File: config.mk
export PLATFORM = sky130hd
export DESIGN_NAME = rs_tx_packer
export DESIGN_NICKNAME = d
export VERILOG_FILES = /design/src/rtl/rs_tx_pkg.sv /design/src/rtl/rs_tx_fifo.sv /design/src/rtl/rs_tx_packer.sv
export SDC_FILE = /design/constraint.sdc
export NUM_CORES = 1
export LEC_CHECK = 0
export CORE_ASPECT_RATIO = 0.5
export CORE_MARGIN = 1.5
export CORE_UTILIZATION = 40
export DETAILED_ROUTE_END_ITERATION = 8
export GPL_TIMING_DRIVEN = 0
export PLACE_DENSITY_LB_ADDON = 0.3
export SYNTH_ARGS = -nofsm -noshare
export SYNTH_HDL_FRONTEND = slang
export SYNTH_SLANG_ARGS = --single-unit
File: constraint.sdc
create_clock -name clk -period 8.8 [get_ports clk]
set_input_delay 2.64 -clock clk [delete_from_list [all_inputs] [get_ports clk]]
set_output_delay 2.64 -clock clk [all_outputs]
set_load 0.02 [all_outputs]
File: src/rtl/rs_tx_pkg.sv
// rtl/rs_tx_pkg.sv - shared symbol, tag, code and state definitions for the RS transmit packer
package rs_tx_pkg;

   localparam logic [4:0] SYM_ZERO     = 5'b00001;
   localparam logic [4:0] SYM_ONE      = 5'b00010;
   localparam logic [4:0] SYM_EXT_ERR  = 5'b00100;
   localparam logic [4:0] SYM_EXT      = 5'b01000;
   localparam logic [4:0] SYM_END      = 5'b10000;

   typedef enum logic [1:0] {
      TAG_DATA    = 2'd0,
      TAG_EXT     = 2'd1,
      TAG_EXT_ERR = 2'd2,
      TAG_END     = 2'd3
   } tag_e;

   localparam logic [7:0] EXT_CODE     = 8'h0F;
   localparam logic [7:0] EXT_ERR_CODE = 8'h1F;

   localparam logic [7:0] PRE_BYTE = 8'h55;
   localparam logic [7:0] SFD_BYTE = 8'hD5;
   localparam logic [3:0] PRE_NIB  = 4'h5;
   localparam logic [3:0] SFD_NIB  = 4'hD;

   typedef enum logic [1:0] {
      ST_IDLE  = 2'd0,
      ST_PRE   = 2'd1,
      ST_FRAME = 2'd2
   } tx_state_e;

endpackage

File: src/rtl/rs_tx_fifo.sv
// rtl/rs_tx_fifo.sv - synchronous FIFO with push/pop/count; caller never pushes when full or pops when empty
module rs_tx_fifo #(
   parameter int DEPTH = 4,
   parameter int WIDTH = 10
) (
   input  logic                     clk,
   input  logic                     reset,
   input  logic                     push,
   input  logic [WIDTH-1:0]         wdata,
   input  logic                     pop,
   output logic [WIDTH-1:0]         rdata,
   output logic [$clog2(DEPTH):0]   count
);

   localparam int AW = $clog2(DEPTH);

   logic [AW-1:0]    wr_ptr_q, wr_ptr_d;
   logic [AW-1:0]    rd_ptr_q, rd_ptr_d;
   logic [AW:0]      count_q, count_d;
   logic [WIDTH-1:0] mem_q [DEPTH];

   always_comb begin
      wr_ptr_d = wr_ptr_q + AW'(push);
      rd_ptr_d = rd_ptr_q + AW'(pop);
      count_d  = count_q + (AW+1)'(push) - (AW+1)'(pop);
   end

   always_ff @(posedge clk or negedge reset) begin
      if (!reset) begin
         wr_ptr_q <= '0;
         rd_ptr_q <= '0;
         count_q  <= '0;
      end else begin
         wr_ptr_q <= wr_ptr_d;
         rd_ptr_q <= rd_ptr_d;
         count_q  <= count_d;
      end
   end

   always_ff @(posedge clk) begin
      if (push) begin
         mem_q[wr_ptr_q] <= wdata;
      end
   end

   assign rdata = mem_q[rd_ptr_q];
   assign count = count_q;

endmodule

File: src/rtl/rs_tx_packer.sv
// rtl/rs_tx_packer.sv - packs PLS symbols into words and drives txd/tx_en/tx_er once per gtx_clk
// Optional preamble/SFD insertion on frame start: define RS_TX_PREAMBLE_EN.
module rs_tx_packer
   import rs_tx_pkg::*;
#(
   parameter int DATA_W  = 8,
   parameter int CLK_DIV = 2,
   parameter int DEPTH   = 4
) (
   input  logic              clk,
   input  logic              reset,
   input  logic [4:0]        pls_data_request,
   input  logic              pls_valid,
   output logic              pls_ready,
   input  logic              err_clr,
   output logic              gtx_clk,
   output logic [DATA_W-1:0] txd,
   output logic              tx_en,
   output logic              tx_er,
   output logic [2:0]        err_status
);

   localparam int CW   = $clog2(CLK_DIV);
   localparam int BW   = $clog2(DATA_W);
   localparam int FW   = DATA_W + 2;
   localparam int CNTW = $clog2(DEPTH) + 1;

   localparam logic [DATA_W-1:0] EXT_SYM     = EXT_CODE[DATA_W-1:0];
   localparam logic [DATA_W-1:0] EXT_ERR_SYM = EXT_ERR_CODE[DATA_W-1:0];

`ifdef RS_TX_PREAMBLE_EN
   localparam logic [4:0]        PRE_N   = (DATA_W == 8) ? 5'd7 : 5'd15;
   localparam logic [DATA_W-1:0] PRE_SYM = (DATA_W == 8) ? DATA_W'(PRE_BYTE) : DATA_W'(PRE_NIB);
   localparam logic [DATA_W-1:0] SFD_SYM = (DATA_W == 8) ? DATA_W'(SFD_BYTE) : DATA_W'(SFD_NIB);

   logic [4:0]        pre_cnt_q, pre_cnt_d;
   logic [DATA_W-1:0] hold_q, hold_d;
`endif

   logic [CW-1:0]     cnt_q, cnt_d;
   logic              tick;
   logic              gtx_clk_q, gtx_clk_d;
   logic              live_q;
   logic [BW-1:0]     bit_cnt_q, bit_cnt_d;
   logic [DATA_W-1:0] shreg_q, shreg_d;
   logic [2:0]        err_q, err_d;
   logic [1:0]        sym_err;
   logic              underrun;

   tx_state_e         state_q, state_d;
   logic [DATA_W-1:0] txd_q, txd_d;
   logic              en_q, en_d;
   logic              er_q, er_d;

   logic              accept;
   logic              push, pop;
   tag_e              push_tag, rd_tag;
   logic [DATA_W-1:0] push_word, rd_data;
   logic [FW-1:0]     rdata;
   logic [CNTW-1:0]   fifo_count;
   logic              fifo_empty;

   // live_q keeps pls_ready low until the first clock after reset release
   assign pls_ready  = live_q && (fifo_count < CNTW'(DEPTH));
   assign accept     = pls_valid && pls_ready;
   assign fifo_empty = (fifo_count == '0);
   assign tick       = (cnt_q == CW'(CLK_DIV - 1));
   assign rd_tag     = tag_e'(rdata[FW-1:DATA_W]);
   assign rd_data    = rdata[DATA_W-1:0];

   always_comb begin
      cnt_d     = tick ? '0 : cnt_q + CW'(1);
      gtx_clk_d = (cnt_d < CW'(CLK_DIV / 2));
   end

   always_comb begin
      shreg_d   = shreg_q;
      bit_cnt_d = bit_cnt_q;
      push      = 1'b0;
      push_tag  = TAG_DATA;
      push_word = '0;
      sym_err   = 2'b00;
      if (accept) begin
         case (pls_data_request)
            SYM_ZERO, SYM_ONE: begin
               shreg_d[bit_cnt_q] = (pls_data_request == SYM_ONE);
               if (bit_cnt_q == BW'(DATA_W - 1)) begin
                  push      = 1'b1;
                  push_word = shreg_d;
                  bit_cnt_d = '0;
               end else begin
                  bit_cnt_d = bit_cnt_q + BW'(1);
               end
            end
            SYM_EXT, SYM_EXT_ERR, SYM_END: begin
               push       = 1'b1;
               push_tag   = (pls_data_request == SYM_EXT)     ? TAG_EXT :
                            (pls_data_request == SYM_EXT_ERR) ? TAG_EXT_ERR : TAG_END;
               sym_err[1] = (bit_cnt_q != '0);
               bit_cnt_d  = '0;
            end
            default: sym_err[0] = 1'b1;
         endcase
      end
   end

   always_comb begin
      state_d  = state_q;
      txd_d    = txd_q;
      en_d     = en_q;
      er_d     = er_q;
      pop      = 1'b0;
      underrun = 1'b0;
`ifdef RS_TX_PREAMBLE_EN
      pre_cnt_d = pre_cnt_q;
      hold_d    = hold_q;
`endif
      if (tick) begin
`ifdef RS_TX_PREAMBLE_EN
         // the popped DATA word waits in hold_q until preamble and SFD are out
         if (state_q == ST_PRE) begin
            en_d = 1'b1;
            er_d = 1'b0;
            if (pre_cnt_q < PRE_N) begin
               txd_d     = PRE_SYM;
               pre_cnt_d = pre_cnt_q + 5'd1;
            end else if (pre_cnt_q == PRE_N) begin
               txd_d     = SFD_SYM;
               pre_cnt_d = pre_cnt_q + 5'd1;
            end else begin
               txd_d   = hold_q;
               state_d = ST_FRAME;
            end
         end else
`endif
         if (!fifo_empty) begin
            pop = 1'b1;
            case (rd_tag)
               TAG_DATA: begin
                  en_d = 1'b1;
                  er_d = 1'b0;
`ifdef RS_TX_PREAMBLE_EN
                  if (state_q == ST_IDLE) begin
                     txd_d     = PRE_SYM;
                     pre_cnt_d = 5'd1;
                     hold_d    = rd_data;
                     state_d   = ST_PRE;
                  end else begin
                     txd_d   = rd_data;
                     state_d = ST_FRAME;
                  end
`else
                  txd_d   = rd_data;
                  state_d = ST_FRAME;
`endif
               end
               TAG_EXT: begin
                  txd_d = EXT_SYM;
                  en_d  = 1'b0;
                  er_d  = 1'b1;
               end
               TAG_EXT_ERR: begin
                  txd_d = EXT_ERR_SYM;
                  en_d  = 1'b0;
                  er_d  = 1'b1;
               end
               TAG_END: begin
                  txd_d   = '0;
                  en_d    = 1'b0;
                  er_d    = 1'b0;
                  state_d = ST_IDLE;
               end
            endcase
         end else if (state_q == ST_FRAME) begin
            txd_d    = '0;
            en_d     = 1'b1;
            er_d     = 1'b1;
            underrun = 1'b1;
         end else begin
            txd_d = '0;
            en_d  = 1'b0;
            er_d  = 1'b0;
         end
      end
   end

   // a new error in the same cycle as err_clr survives the clear
   always_comb begin
      err_d = (err_clr ? 3'b000 : err_q) | {underrun, sym_err};
   end

   always_ff @(posedge clk or negedge reset) begin
      if (!reset) begin
         cnt_q     <= '0;
         gtx_clk_q <= 1'b0;
         live_q    <= 1'b0;
         bit_cnt_q <= '0;
         shreg_q   <= '0;
         err_q     <= '0;
      end else begin
         cnt_q     <= cnt_d;
         gtx_clk_q <= gtx_clk_d;
         live_q    <= 1'b1;
         bit_cnt_q <= bit_cnt_d;
         shreg_q   <= shreg_d;
         err_q     <= err_d;
      end
   end

   always_ff @(posedge clk or negedge reset) begin
      if (!reset) begin
         state_q   <= ST_IDLE;
         txd_q     <= '0;
         en_q      <= 1'b0;
         er_q      <= 1'b0;
`ifdef RS_TX_PREAMBLE_EN
         pre_cnt_q <= '0;
         hold_q    <= '0;
`endif
      end else begin
         state_q   <= state_d;
         txd_q     <= txd_d;
         en_q      <= en_d;
         er_q      <= er_d;
`ifdef RS_TX_PREAMBLE_EN
         pre_cnt_q <= pre_cnt_d;
         hold_q    <= hold_d;
`endif
      end
   end

   rs_tx_fifo #(
      .DEPTH (DEPTH),
      .WIDTH (FW)
   ) u_fifo (
      .clk   (clk),
      .reset (reset),
      .push  (push),
      .wdata ({push_tag, push_word}),
      .pop   (pop),
      .rdata (rdata),
      .count (fifo_count)
   );

   assign gtx_clk    = gtx_clk_q;
   assign txd        = txd_q;
   assign tx_en      = en_q;
   assign tx_er      = er_q;
   assign err_status = err_q;

endmodule

Word-level counts from Yosys, hierarchy flattened

Memories as Yosys holds them, arrays and structs flattened.
Cells that the tools add are included.

Register bits after elaboration: 36
Bits in latches: 0
Bits in writable memories: 40
Memory bits (read-only): 0
Input port bits: 9
Output and inout port bits: 15
Word-level logic and storage cells: 87
Memories kept: 1

Memories:

| memory       | words | width | read ports | clocked after memory_dff | wr ports | line             | source |
|---|---|---|---|---|---|---|---|
| u_fifo.mem_q | 4     | 10    | 1          | 0                        | 1        | rs_tx_fifo.sv:20 | `logic [WIDTH-1:0] mem_q [DEPTH];` |

Add/subtract/negate cells: 6
Multipliers: 0
Div/mod/pow operators: 0
Order comparisons: 4
Equal/unequal tests: 10
Shift operators: 0
Muxes and demuxes: 34
Bitwise gates (word level): 2
Reduce and logical (&&, ||, !) cells: 17

Operators with widths:

| cell                                                                 | number |
|---|---|
| 8-bit two-way mux                                                    | 4 |
| 8-bit one-hot mux with 4 select lines                                | 1 |
| 1-bit two-way mux                                                    | 16 |
| 8-bit bitwise mux                                                    | 1 |
| 2-bit two-way mux                                                    | 4 |
| 2-bit == test, second input constant                                 | 3 |
| 3-bit two-way mux                                                    | 2 |
| 1-bit one-hot mux with 2 select lines                                | 3 |
| 3-bit one-hot mux with 2 select lines                                | 1 |
| 2-bit OR reduction                                                   | 3 |
| 3-bit OR reduction                                                   | 2 |
| 5-bit by 1-bit == test with 1-bit output, second input constant      | 1 |
| 5-bit by 2-bit == test with 1-bit output, second input constant      | 1 |
| 5-bit by 3-bit == test with 1-bit output, second input constant      | 1 |
| 5-bit by 4-bit == test with 1-bit output, second input constant      | 1 |
| 5-bit == test, second input constant                                 | 1 |
| 5-bit OR reduction                                                   | 1 |
| 2-bit by 1-bit adder with 2-bit output                               | 2 |
| 3-bit by 4-bit < comparator with 1-bit output, second input constant | 1 |
| 2-bit one-hot mux with 2 select lines                                | 1 |
| 2-bit AND reduction                                                  | 2 |
| 2-bit nonzero test                                                   | 2 |
| 3-bit by 1-bit adder with 3-bit output                               | 1 |
| 3-bit by 1-bit adder with 3-bit output, second input constant        | 1 |
| 15 further kinds                                                     | 17 |

Logic depth before layout (Yosys ltp)

Gate-level depths: netlist (run 1).

Word-level depth: 8
Mapped depth: 10
Gate-level depth less buffers: 10

By module

Synthesis (run 1) repeated with hierarchy kept, for this count alone.

Cell total of the unflattened synthesis: 234
Area, all modules: 3360.7 um^2

Modules (own cells, without submodules):

| module       | instances | cells each | area an instance (um^2) |
|---|---|---|---|
| rs_tx_fifo   | 1         | 75         | 1775.5 |
| rs_tx_packer | 1         | 159        | 1585.3 |

Worst setup path after synthesis (run 1)

OpenSTA, ideal clock, no wires.

Kind: input to register
From: input pls_data_request[4]
To: memory u_fifo.mem_q[1][0], enable pin
Arrival time: 4.464 ns
Required time: 8.393 ns
Path slack: 3.929 ns
Cell stages on the path: 5
Path buffers: 1
Path through: buf_4 nor4bb_1 a211o_1 a211oi_1 nor4b_1

Cells in the longest elaborated chain, start to end: 6

RTL lines:

| item                                                             | line               | source |
|---|---|---|
| from (decl)                                                      | rs_tx_packer.sv:12 | `input logic [4:0] pls_data_request,` |
| 5-bit by 4-bit == test with 1-bit output (tied with other cells) | rs_tx_packer.sv:84 | `case (pls_data_request)` |
| 3-bit OR reduction / 2-bit OR reduction (equally long branches)  | rs_tx_packer.sv:84 |  |
| 1-bit one-hot mux with 2 select lines *                          | rs_tx_packer.sv:84 |  |
| 1-bit two-way mux *                                              | rs_tx_packer.sv:83 | `if (accept) begin` |
| 1-bit two-way mux *                                              | rs_tx_fifo.sv:41   | `if (push) begin` |
| 1-bit two-way mux (implied by the code) *                        | rs_tx_fifo.sv:42   | `mem_q[wr_ptr_q] <= wdata;` |
| to (decl)                                                        | rs_tx_fifo.sv:20   |  |

Every way passes the cells marked *; elsewhere a longest branch is shown, timed or not.

Worst setup path in the final report (run 1)

From: input pls_data_request[0]
To: register u_fifo.count_q[2], in the netlist u_fifo.count[2]

Cells in the longest elaborated chain, start to end: 6

RTL lines:

| item                                                             | line               | source |
|---|---|---|
| 5-bit by 4-bit == test with 1-bit output (tied with other cells) | rs_tx_packer.sv:84 |  |
| 3-bit OR reduction / 2-bit OR reduction (equally long branches)  | rs_tx_packer.sv:84 |  |
| 1-bit one-hot mux with 2 select lines *                          | rs_tx_packer.sv:84 |  |
| 1-bit two-way mux *                                              | rs_tx_packer.sv:83 |  |
| 3-bit by 1-bit adder with 3-bit output *                         | rs_tx_fifo.sv:25   | `count_d = count_q + (AW+1)'(push) - (AW+1)'(pop);` |
| 3-bit by 1-bit subtractor with 3-bit output *                    | rs_tx_fifo.sv:25   |  |
| named net u_fifo.count_d[2]                                      | rs_tx_fifo.sv:19   | `logic [AW:0] count_q, count_d;` |
| to (signal assigned)                                             | rs_tx_fifo.sv:36   | `count_q <= count_d;` |
| to (decl)                                                        | rs_tx_fifo.sv:19   |  |

The timed path passes the listed nets; every way through them passes the cells marked *.
A chain may end at the register's enable or synchronous reset.

==> results.json, run 1 <==
{
  "setup_tns_ns": 0,
  "ys_types": 41,
  "syn_area_sq_um": 3357,
  "dp.cells": 373,
  "drv_slew": 0,
  "cts_buffer_depth": 2,
  "path_buf_inv": 1,
  "cts_made_buffers": 9,
  "antenna_found_initial": 0,
  "vdd_drop_max_mv": 0.1120,
  "finalSetupViolations": 0,
  "area_delta_synth_final_pct": 21.36,
  "fmax_mhz": 188.8,
  "timing.hold.ws_ns": 0.3754,
  "path_clk_slew_ns": 0.06,
  "cts_tree": "done",
  "worstSkewPairLatency_ns": 0.32,
  "die_y_um": 67.78,
  "grt_pass1_vias": 1993,
  "place_congestion": 0.7951,
  "start_util_pct": 41.66,
  "rsz0062_at_grt": "false",
  "core_sq_um": 8058,
  "cpMostUsedCell": "nor2_1",
  "worstPathMaxFanout": 6,
  "drive_gt1_share_pct": 15.88,
  "htreeDepth": 3,
  "grt_pass1_wl_mm": 10.32,
  "yosys_warnings": 0,
  "cp_slowest_stage_delay_ns": 0.69,
  "drt-pass1-iter-count": 4,
  "io_buffers": 22,
  "tightest_slew_ns": 0.8629,
  "antenna_cells": 0,
  "core.rowCount": 23,
  "cap_viol_max_count": 0,
  "syn_inst": 236,
  "overflow": 0,
  "final_common_cell": "edfxtp_1",
  "io_pins": 24,
  "layout.nets": 293,
  "finalCriticalPeriod_ns": 5.297,
  "dr_wl_met3_um": 131,
  "cts_resized": 0,
  "wl_mm": 6.080,
  "endpoint_kind": "flip-flop",
  "outcome": "finished clean",
  "initialDrtViolationCount": 159,
  "period_share_pct": 60.20,
  "p_leak_nw": 1.645,
  "path_cells": "clkdlybuf4s50_1 -> nor2_1 -> a211o_1 -> a211oi_1 -> nor2_1 -> ha_1 -> fa_1 -> xor2_1 -> xnor2_1",
  "wl_met1_mm": 3.014,
  "grt_start_max_net_pins": 36,
  "die_w_um": 132.6,
  "wl_met2_mm": 2.892,
  "critPathArrivalTime_ns": 5.50,
  "dieArea_sq_um": 8985,
  "cp_slowest_cell": "a211oi_1",
  "ant_nets": 0,
  "min_path_type": "flip-flop to flip-flop",
  "ys_seq_area_share_pct": 61.87,
  "ys_seq_elements": 75,
  "post-cts-setup-buffer-count": 0,
  "mostFrequentLayoutCells": "edfxtp_1, dfrtp_1, clkdlybuf4s50_1, nor2_1, inv_1",
  "clock_sink_count": 75,
  "fin_cells": 389,
  "via_count": 1978,
  "path_class": "input pin to flip-flop",
  "cp-start-kind": "input pin",
  "dp_hpwl_mm": 4.339,
  "holdBufCountCts": 0,
  "maxSlewHeadroom_pct": 42.16,
  "cp_data_required_time_ns": 9.00,
  "clock_tree.root_cell": "clkbuf_16",
  "synth_area_per_cell_sq_um": 14.22,
  "clock_skew_ns": 0.004898,
  "top_layer_used": "met4",
  "via_per_inst": 5.085,
  "synth_nets": 257,
  "groute.usage.overall_pct": 15.24,
  "hold_viol": 0,
  "drc": 0,
  "powerDensity_nw_per_um2": 286.1,
  "post_drt_wl_per_cell_um": 15.63,
  "cp_top_family": "compound AO/OA/AOI/OAI gates"
}
-- synthesized netlist by cell type, drive strengths merged --
library cell / count / share of area [%]
a211o: 1 / 0.26
a211oi: 1 / 0.22
a21oi: 9 / 1.3
a22o: 4 / 1.0
a32o: 1 / 0.30
and3: 3 / 0.56
buf: 5 / 1.0
clkbuf: 5 / 0.56
clkinv: 1 / 0.11
conb: 1 / 0.11
dfrtp: 35 / 26
edfxtp: 40 / 36
fa: 1 / 0.60
ha: 11 / 4.1
inv: 16 / 1.8
mux2: 8 / 2.8
mux2i: 9 / 2.7
mux4: 10 / 6.7
nand2: 8 / 0.89
nand3: 4 / 0.75
nand3b: 1 / 0.22
nor2: 19 / 2.1
nor2b: 2 / 0.37
nor3: 6 / 1.2
nor3b: 1 / 0.37
nor4: 5 / 0.93
nor4b: 4 / 1.0
nor4bb: 2 / 0.60
o21ai: 3 / 0.45
o2bb2ai: 8 / 2.1
o311ai: 1 / 0.26
o31ai: 1 / 0.22
or3: 3 / 0.56
xnor2: 4 / 1.0
xor2: 3 / 0.78
-- worst register-to-register path, stage by stage (launching register included) --
cell	delay [ns]
dfrtp_1	0.46
ha_1	0.22
ha_1	0.23
nor4bb_1	0.16
a211o_1	0.28
a211oi_1	0.69
nor2_1	0.21
ha_1	0.28
fa_1	0.37
xor2_1	0.16
xnor2_1	0.12
-- final cells by class --
type,instances,area (sq um)
Fill cell,694,3984
Sequential cell,75,2077
Multi-Input combinational cell,134,1187
Clock buffer,13,271.5
Timing Repair Buffer,25,237.7
Tap cell,112,140.1
Inverter,17,63.81
Buffer,10,52.55
Clock inverter,3,43.79
-- through the flow --
| stage | setup WS [ns] | total power, mW | utilization [%] | area [sq um] |
|---|---|---|---|---|
| 2_1_floorplan | 3.929 | 0.6855 | - | 3357 |
| 3_3_place_gp | 2.664 | 0.7856 | 46.13 | 3717 |
| 3_5_place_dp | 3.164 | 0.7992 | 46.65 | 3759 |
| 4_1_cts | 3.513 | 1.176 | 50.56 | 4074 |
| 5_1_grt | 3.337 | 1.233 | 50.56 | 4074 |
| 6_report | 3.503 | 1.165 | 50.56 | 4074 |
-- kinds of logic (layout without fill, tap and decap cells) --
| kind of cell | after synthesis | after routing | share of synthesized area, % |
|---|---|---|---|
| DFF | 75 | 75 | 61.87 |
| other | 1 | 1 | 0.1117 |
| AOI/OAI and AO/OA | 29 | 29 | 6.187 |
| muxes | 27 | 27 | 12.19 |
| adders and majority gates | 12 | 12 | 4.696 |
| and+or+nand+nor | 58 | 58 | 9.653 |
| xor gates and xnor gates | 7 | 7 | 1.826 |
| buffers and inverters | 27 | 68 | 3.466 |
-- path summary, 6_finish.rpt --
check                                    startpoint                 end  slack (ns)  cells past startpoint
worst max-delay path            pls_data_request[0]     u_fifo.count[2]        3.50                      9
worst min-delay path                          cnt_q             gtx_clk        0.38                      0
worst max register to register         bit_cnt_q[1]     u_fifo.count[2]        5.52                     10
worst min register to register                cnt_q             gtx_clk        0.38                      0
max in group asynchronous                     reset  u_fifo.wr_ptr_q[0]        5.86                      1
min in group asynchronous                     reset              txd[5]        2.41                      1
-- power by group --
group | leakage, nW | switching, mW | total, mW | internal (mW)
Sequential | 0.855 | 0.0355 | 0.452 | 0.417
Combinational | 0.635 | 0.182 | 0.339 | 0.157
Clock | 0.155 | 0.130 | 0.375 | 0.245
Total | 1.64 | 0.347 | 1.17 | 0.818
-- state kept, by name, indices dropped and copies added (netlist names) --
name             count
u_fifo.wr_ptr_q      2
u_fifo.count         3
shreg_q              8
cnt_q                1
state_q              1
tx_en                1
u_fifo.mem_q        40
bit_cnt_q            3
live_q               1
gtx_clk              1
u_fifo.rd_ptr_q      2
tx_er                1
txd                  8
err_status           3
-- routing by layer --
| metal | GRT usage [%] | vias to the layer above |
|---|---|---|
| li1 | - | 949 |
| met1 | 19.78 | 1001 |
| met2 | 26.05 | 23 |
| met3 | 3.453 | 5 |
| met4 | 4.945 | 0 |
| met5 | 0 | - |
Power figures use the tool's default switching activity.
==> inputs of run 2 (changes only) <==
clock period = 5.4 ns   (was 8.8 ns; I/O delays follow)
==> results of run 2 <==
Same layout as run 1 (identical final DEF). Status: finished clean.
Main changes from that run: setup slack after placement 3.164 ns -> 0.7840 ns; setup slack after layout 3.503 ns -> 1.123 ns; register-to-register setup slack 5.52 ns -> 2.12 ns; total power 1.165 mW -> 1.899 mW; worst IR drop on VDD 0.1120 mV -> 0.1825 mV
==> inputs of run 3 (changes only) <==
clock period = 4.2 ns   (was 5.4 ns; I/O delays follow)
==> results of run 3 <==
Same layout as run 1 (identical final DEF). Status: finished clean.
Main changes from that run: setup slack after placement 3.164 ns -> -0.05600 ns; setup slack after layout 3.503 ns -> 0.2826 ns; register-to-register setup slack 5.52 ns -> 0.92 ns; total power 1.165 mW -> 2.442 mW; worst IR drop on VDD 0.1120 mV -> 0.2346 mV
